<file path="src/rtl/y86_bus_arbiter_pkg.sv">
// Shared types and constants for the y86 two-port memory bus arbiter.
package y86_bus_pkg;

  typedef enum logic [1:0] {
    IDLE,
    BUSY,
    ACK
  } arb_state_t;

  localparam logic [31:0] BUS_ERR_DATA = 32'hDEAD_BEEF;
  localparam int unsigned CNT_W        = 8;

endpackage

</file>
<file path="src/rtl/y86_bus_arbiter_if.sv">
// Requester and memory-side signals of the arbiter; slave = arbiter view, master = requesters/memory view.
interface y86_bus_arbiter_if #(
  parameter int unsigned AW = 32,
  parameter int unsigned DW = 32
);

  logic          r0_req;
  logic          r0_we;
  logic [AW-1:0] r0_addr;
  logic [DW-1:0] r0_wdata;
  logic          r0_ack;

  logic          r1_req;
  logic          r1_we;
  logic [AW-1:0] r1_addr;
  logic [DW-1:0] r1_wdata;
  logic          r1_ack;

  logic [DW-1:0] rdata;
  logic          err;
  logic [1:0]    gnt;

  logic [AW-1:0] mem_A;
  logic [DW-1:0] mem_out;
  logic          mem_WE;
  logic          mem_RE;
  logic [DW-1:0] mem_in;
  logic          mem_ready;

  modport slave (
    input  r0_req, r0_we, r0_addr, r0_wdata,
    input  r1_req, r1_we, r1_addr, r1_wdata,
    input  mem_in, mem_ready,
    output r0_ack, r1_ack, rdata, err, gnt,
    output mem_A, mem_out, mem_WE, mem_RE
  );

  modport master (
    output r0_req, r0_we, r0_addr, r0_wdata,
    output r1_req, r1_we, r1_addr, r1_wdata,
    output mem_in, mem_ready,
    input  r0_ack, r1_ack, rdata, err, gnt,
    input  mem_A, mem_out, mem_WE, mem_RE
  );

endinterface

</file>
<file path="src/rtl/y86_bus_arbiter_rr_pick.sv">
// Combinational 2-way round-robin picker; on a tie the port not served last wins.
module y86_rr_pick (
  input  logic [1:0] req,
  input  logic       last,
  output logic [1:0] win,
  output logic       any
);

  always_comb begin
    win = req;
    if (req == 2'b11) begin
      win = last ? 2'b01 : 2'b10;
    end
    any = |req;
  end

endmodule

</file>
<file path="src/rtl/y86_bus_arbiter.sv">
// Serialises two requesters onto one single-ported memory with round-robin
// fairness, mem_ready wait states and a bounded-wait timeout.
module y86_bus_arbiter
  import y86_bus_pkg::*;
#(
  parameter int unsigned AW      = 32,
  parameter int unsigned DW      = 32,
  parameter int unsigned TIMEOUT = 15
) (
  input  logic              clk,
  input  logic              rst_n,
  y86_bus_arbiter_if.slave  bus
);

  arb_state_t       r_state;
  logic             r_last;
  logic [CNT_W-1:0] r_cnt;
  logic [1:0]       r_gnt;
  logic [1:0]       r_ack;
  logic             r_err;
  logic [DW-1:0]    r_rdata;
  logic [AW-1:0]    r_mem_a;
  logic [DW-1:0]    r_mem_out;
  logic             r_mem_we;
  logic             r_mem_re;

  logic [1:0]       w_req;
  logic [1:0]       w_win;
  logic             w_any;

  assign w_req = {bus.r1_req, bus.r0_req};

  y86_rr_pick u_pick (
    .req  (w_req),
    .last (r_last),
    .win  (w_win),
    .any  (w_any)
  );

  always_ff @(posedge clk) begin
    if (!rst_n) begin
      r_state   <= IDLE;
      r_last    <= 1'b1;
      r_cnt     <= '0;
      r_gnt     <= '0;
      r_ack     <= '0;
      r_err     <= 1'b0;
      r_rdata   <= '0;
      r_mem_a   <= '0;
      r_mem_out <= '0;
      r_mem_we  <= 1'b0;
      r_mem_re  <= 1'b0;
    end else begin
      unique case (r_state)
        IDLE: begin
          if (w_any) begin
            r_gnt     <= w_win;
            r_cnt     <= '0;
            r_mem_a   <= w_win[1] ? bus.r1_addr  : bus.r0_addr;
            r_mem_out <= w_win[1] ? bus.r1_wdata : bus.r0_wdata;
            r_mem_we  <= w_win[1] ? bus.r1_we    : bus.r0_we;
            r_mem_re  <= w_win[1] ? !bus.r1_we   : !bus.r0_we;
            r_state   <= BUSY;
          end
        end
        BUSY: begin
          // mem_ready wins over the timeout when both land in the last wait cycle
          if (bus.mem_ready) begin
            if (r_mem_re) begin
              r_rdata <= bus.mem_in;
            end
            r_mem_we <= 1'b0;
            r_mem_re <= 1'b0;
            r_err    <= 1'b0;
            r_ack    <= r_gnt;
            r_state  <= ACK;
          end else if (r_cnt == CNT_W'(TIMEOUT - 1)) begin
            r_rdata  <= DW'(BUS_ERR_DATA);
            r_mem_we <= 1'b0;
            r_mem_re <= 1'b0;
            r_err    <= 1'b1;
            r_ack    <= r_gnt;
            r_state  <= ACK;
          end else begin
            r_cnt <= r_cnt + 1'b1;
          end
        end
        ACK: begin
          r_ack   <= '0;
          r_err   <= 1'b0;
          r_last  <= r_gnt[1];
          r_gnt   <= '0;
          r_state <= IDLE;
        end
        default: r_state <= IDLE;
      endcase
    end
  end

  assign bus.r0_ack  = r_ack[0];
  assign bus.r1_ack  = r_ack[1];
  assign bus.rdata   = r_rdata;
  assign bus.err     = r_err;
  assign bus.gnt     = r_gnt;
  assign bus.mem_A   = r_mem_a;
  assign bus.mem_out = r_mem_out;
  assign bus.mem_WE  = r_mem_we;
  assign bus.mem_RE  = r_mem_re;

endmodule

</file>
<file path="src/flat_wrapper.sv">
// flat-port wrapper written by rule: the top's interface ports become plain ports
module y86_bus_arbiter_flat import y86_bus_pkg::*;
#(
  parameter int unsigned AW      = 32,
  parameter int unsigned DW      = 32,
  parameter int unsigned TIMEOUT = 15
)
  (clk, rst_n, bus_r0_req, bus_r0_we, bus_r0_addr, bus_r0_wdata, bus_r1_req, bus_r1_we, bus_r1_addr, bus_r1_wdata, bus_mem_in, bus_mem_ready, bus_r0_ack, bus_r1_ack, bus_rdata, bus_err, bus_gnt, bus_mem_A, bus_mem_out, bus_mem_WE, bus_mem_RE);
  y86_bus_arbiter_if #(.AW(AW), .DW(DW)) bus_i ();
  input  logic clk;
  input  logic rst_n;
  input wire logic [$bits(bus_i.r0_req)-1:0] bus_r0_req;
  input wire logic [$bits(bus_i.r0_we)-1:0] bus_r0_we;
  input wire logic [$bits(bus_i.r0_addr)-1:0] bus_r0_addr;
  input wire logic [$bits(bus_i.r0_wdata)-1:0] bus_r0_wdata;
  input wire logic [$bits(bus_i.r1_req)-1:0] bus_r1_req;
  input wire logic [$bits(bus_i.r1_we)-1:0] bus_r1_we;
  input wire logic [$bits(bus_i.r1_addr)-1:0] bus_r1_addr;
  input wire logic [$bits(bus_i.r1_wdata)-1:0] bus_r1_wdata;
  input wire logic [$bits(bus_i.mem_in)-1:0] bus_mem_in;
  input wire logic [$bits(bus_i.mem_ready)-1:0] bus_mem_ready;
  output wire logic [$bits(bus_i.r0_ack)-1:0] bus_r0_ack;
  output wire logic [$bits(bus_i.r1_ack)-1:0] bus_r1_ack;
  output wire logic [$bits(bus_i.rdata)-1:0] bus_rdata;
  output wire logic [$bits(bus_i.err)-1:0] bus_err;
  output wire logic [$bits(bus_i.gnt)-1:0] bus_gnt;
  output wire logic [$bits(bus_i.mem_A)-1:0] bus_mem_A;
  output wire logic [$bits(bus_i.mem_out)-1:0] bus_mem_out;
  output wire logic [$bits(bus_i.mem_WE)-1:0] bus_mem_WE;
  output wire logic [$bits(bus_i.mem_RE)-1:0] bus_mem_RE;
  assign bus_i.r0_req = bus_r0_req;
  assign bus_i.r0_we = bus_r0_we;
  assign bus_i.r0_addr = bus_r0_addr;
  assign bus_i.r0_wdata = bus_r0_wdata;
  assign bus_i.r1_req = bus_r1_req;
  assign bus_i.r1_we = bus_r1_we;
  assign bus_i.r1_addr = bus_r1_addr;
  assign bus_i.r1_wdata = bus_r1_wdata;
  assign bus_i.mem_in = bus_mem_in;
  assign bus_i.mem_ready = bus_mem_ready;
  assign bus_r0_ack = bus_i.r0_ack;
  assign bus_r1_ack = bus_i.r1_ack;
  assign bus_rdata = bus_i.rdata;
  assign bus_err = bus_i.err;
  assign bus_gnt = bus_i.gnt;
  assign bus_mem_A = bus_i.mem_A;
  assign bus_mem_out = bus_i.mem_out;
  assign bus_mem_WE = bus_i.mem_WE;
  assign bus_mem_RE = bus_i.mem_RE;
  y86_bus_arbiter #(.AW(AW), .DW(DW), .TIMEOUT(TIMEOUT)) u_core (.clk(clk), .rst_n(rst_n), .bus(bus_i));
endmodule
</file>
<file path="config.mk">
export PLATFORM = sky130hd
export DESIGN_NAME = y86_bus_arbiter_flat
export DESIGN_NICKNAME = d
export VERILOG_FILES = /design/src/rtl/y86_bus_arbiter_pkg.sv /design/src/rtl/y86_bus_arbiter_if.sv /design/src/rtl/y86_bus_arbiter_rr_pick.sv /design/src/rtl/y86_bus_arbiter.sv /design/src/flat_wrapper.sv
export SDC_FILE = /design/constraint.sdc
export NUM_CORES = 1
export LEC_CHECK = 0
export BUFFER_PORTS_ARGS = -buffer_cell sky130_fd_sc_hd__buf_2
export CORE_MARGIN = 2
export CORE_UTILIZATION = 29
export CTS_BUF_LIST = sky130_fd_sc_hd__clkbuf_16
export DETAILED_ROUTE_END_ITERATION = 8
export SLEW_MARGIN = 15
export SYNTH_ARGS = -nofsm -noshare
export SYNTH_HDL_FRONTEND = slang
export SYNTH_SLANG_ARGS = --single-unit
</file>
<file path="constraint.sdc">
create_clock -name clk -period 2.9 [get_ports clk]
set_clock_uncertainty 0.15 [all_clocks]
set_input_delay 0.58 -clock clk [delete_from_list [all_inputs] [get_ports clk]]
set_output_delay 0.58 -clock clk [all_outputs]
set_load 0.01 [all_outputs]
</file>
==> impl_metrics.sql <==
INSERT INTO impl_metrics (metric_group, metric, value, unit) VALUES
('status', 'outcome', 'completed', ''),
('drt', 'first_pass_iters', '4', ''),
('synth', 'yosys-top-cells-area', 'sky130_fd_sc_hd__dfxtp_1 45%, sky130_fd_sc_hd__mux2i_1 14%, sky130_fd_sc_hd__o211a_1 13%', ''),
('die', 'fp.dieW', '136', 'um'),
('power', 'cell_internal_pwr', '3.60', 'mW'),
('timing', 'setup_ws', '0.620', 'ns'),
('timing', 'setup-violations-final', '0', ''),
('die', 'die_area', '0.0184', 'sq mm'),
('finish', 'n_antenna_cell', '0', ''),
('die', 'top_level_ports', '270', ''),
('grt', 'grt_max_degree', '62', ''),
('run', 'cap_violations', '0', ''),
('drt', 'num_vias', '4727', ''),
('clocking', 'tritoncts', 'built', ''),
('place', 'port-buffer-count', '269', ''),
('place', 'place_inst', '962', ''),
('drt', 'drtAntennaViolNets', '0', ''),
('timing', 'relSlewSlack', '54.2', '%'),
('worst_setup_path', 'criticalPathCategory', 'flop to flop', ''),
('timing', 'grt_setup_unrepaired', 'false', ''),
('synth', 'ys_dominant_reg_cell', 'sky130_fd_sc_hd__dfxtp_1', ''),
('worst_setup_path', 'critical_path.max_stage_delay', '0.42', 'ns'),
('power', 'power_switching_share', '28.1', '%'),
('synth', 'netlist_instances', '492', ''),
('worst_setup_path', 'worstPathBufferInverterCount', '3', ''),
('drt', 'detail_route.wl_per_cell', '13.7', 'um'),
('worst_setup_path', 'crit_top_cell', 'sky130_fd_sc_hd__inv_1', ''),
('worst_setup_path', 'crit_arrival', '2.48', 'ns'),
('synth', 'ys_warn_count', '0', ''),
('clocking', 'total_cts_buffers', '17', ''),
('die', 'core-area', '0.0171', 'sq mm'),
('synth', 'synth.top_cells.by_count', '114 x sky130_fd_sc_hd__dfxtp_1, 90 x sky130_fd_sc_hd__nand2_1, 70 x sky130_fd_sc_hd__mux2i_1, 64 x sky130_fd_sc_hd__o211a_1, 29 x sky130_fd_sc_hd__clkbuf_1', ''),
('finish', 'layout-drive-gt1-share', '45.1', '%'),
('timing', 'final.hold.worst_slack', '0.273', 'ns'),
('grt', 'grt_pass1_vias', '4360', ''),
('place', 'place.detailed.hpwl', '9.80', 'mm'),
('clocking', 'cts_post_setup_buffers_inserted', '0', ''),
('finish', 'fin_cells', '994', ''),
('clocking', 'worst_setup_hold_path_clk_slew', '0.05', 'ns'),
('timing', 'post-route-period-util', '78.6', '%'),
('power', 'power.sequential.fraction', '37.1', '%'),
('drt', 'drt-initial-drc-count', '212', ''),
('synth', 'post-synth-top-area-cell', 'sky130_fd_sc_hd__dfxtp_1', ''),
('worst_setup_path', 'worst_path_dominant_cell_family', 'buffers and inverters', ''),
('clocking', 'clock_tree.root_cell', 'sky130_fd_sc_hd__clkbuf_16', ''),
('clocking', 'cts.path.max_buffers', '2', ''),
('drt', 'drc_errors', '0', ''),
('worst_setup_path', 'start_kind', 'flop', ''),
('grt', 'grt_first_pass_wirelength', '21.3', 'mm'),
('synth', 'synth_edf_count', '0', ''),
('worst_setup_path', 'critical_path.endpoint_type', 'flop', ''),
('worst_setup_path', 'crit_chain', 'inv_1 -> ha_1 -> inv_1 -> o41ai_4 -> buf_4 -> o221a_2', ''),
('timing', 'max_clock_freq', '0.439', 'GHz'),
('synth', 'synthDominantCellAreaShare', '45.4', '%'),
('synth', 'ys_ff_latch', '114', ''),
('power', 'clock_power_share', '41.0', '%'),
('synth', 'synth-async-reset-ratio', '0', '%'),
('worst_setup_path', 'timing.critical_path.slowest_stage_cell', 'sky130_fd_sc_hd__ha_1', ''),
('die', 'number_of_standard_cell_rows_in_the_floorplan', '48', ''),
('place', 'globalplace.congestion', '0.776', ''),
('timing', 'finalCriticalPeriod', '2.28', 'ns'),
('synth', 'netlist-cell-type-count', '44', ''),
('grt', 'grt.total_usage', '14.5', '%'),
('finish', 'utilization', '42.4', '%'),
('synth', 'cell_area_after_technology_mapping', '0.00503', 'sq mm'),
('grt', 'grt_antenna_before_repair', '0', ''),
('worst_setup_path', 'timing.critical_path.required', '3.10', 'ns'),
('timing', 'worst_margin_slew', '0.687', 'ns'),
('power', 'power.combinational.fraction', '21.9', '%'),
('power', 'total_power_per_unit_cell_area', '690', 'mW/mm^2'),
('power', 'switching_power', '1.41', 'mW');
[cells by family after synthesis]
kind of cell | Yosys count | share of synthesized area, %
multiplexers | 70 | 13.9
AND/OR/NAND/NOR | 126 | 11.3
buffers and inverters | 48 | 4.03
AO/OA/AOI/OAI | 128 | 23.9
flip-flops | 114 | 45.4
adder cells (fa/ha/maj) | 6 | 1.49
[registers in the layout, summed over array words and instances, names as in the netlist]
name                cells
u_core.bus.mem_A       32
u_core.bus.mem_out     32
u_core.bus.rdata       32
u_core.r_cnt            8
u_core.bus.gnt          2
u_core.r_ack            2
u_core.r_state          2
u_core.bus.err          1
u_core.bus.mem_RE       1
u_core.bus.mem_WE       1
u_core.r_last           1
[worst paths after layout]
kind	depth (start not counted)	slack, ns	endpoint	start
worst min register to register	2	0.30	u_core.bus.rdata[8]	u_core.bus.rdata[8]
worst max-delay path	6	0.62	u_core.bus.rdata[6]	u_core.r_state[1]
worst max register to register	6	0.62	u_core.bus.rdata[6]	u_core.r_state[1]
worst min-delay path	3	0.27	u_core.bus.rdata[8]	bus_mem_in[8]
[worst min-delay path: cells and delay by family]
kind	cells	cell delay, ns
buffers and inverters	1	0.08
AO/OA/AOI/OAI	1	0.07
AND/OR/NAND/NOR	1	0.07
[layout make-up]
class                   instances  area [sq um]
fillers                      1701          9870
multi-input cells             330          2560
flip-flops and latches        114          2280
clock inverters                15           150
well taps                     225           282
clock buffers                  17           425
repair buffers                288          1530
inverters                       5          18.8
[layer usage]
metal | vias up | part of all wire [%] | track usage (%)
li1 | 2355 | - | -
met1 | 2191 | 45 | 17.6
met2 | 165 | 46 | 23.4
met3 | 16 | 7.7 | 5.54
met4 | 0 | 1.6 | 5.15
met5 | - | 0 | 0
[power by group through the flow]
stage	Sequential (mW)	Clock, mW	Combinational, mW
6_report	1.86	2.05	1.10
3_3_place_gp	1.89	0	1.11
4_1_cts	1.86	2.11	1.11
2_1_floorplan	1.97	0	0.557
5_1_grt	1.88	2.19	1.21
3_5_place_dp	1.89	0	1.11
[stage by stage]
stage	instance area [sq um]	power (mW)
final	7250	5.00
after global routing	7250	5.28
after CTS	7250	5.08
after detailed placement	6680	2.99
after global placement	6680	2.99
after floorplan	5030	2.53
[cell usage in the layout, fill, tap and decap left out, types with 4 or more instances in the layout]
cell type	count
sky130_fd_sc_hd__buf_2	268
sky130_fd_sc_hd__dfxtp_1	114
sky130_fd_sc_hd__nand2_1	90
sky130_fd_sc_hd__mux2i_1	70
sky130_fd_sc_hd__o211a_1	64
sky130_fd_sc_hd__o221a_2	24
sky130_fd_sc_hd__clkbuf_16	17
sky130_fd_sc_hd__buf_4	17
sky130_fd_sc_hd__o21ai_0	14
sky130_fd_sc_hd__nand4_1	9
sky130_fd_sc_hd__inv_1	7
sky130_fd_sc_hd__nand3_1	6
sky130_fd_sc_hd__ha_1	6
sky130_fd_sc_hd__nor2b_1	5
sky130_fd_sc_hd__a31o_2	4
sky130_fd_sc_hd__clkinv_1	4
Note: power is estimated with default switching activity, not from simulation.
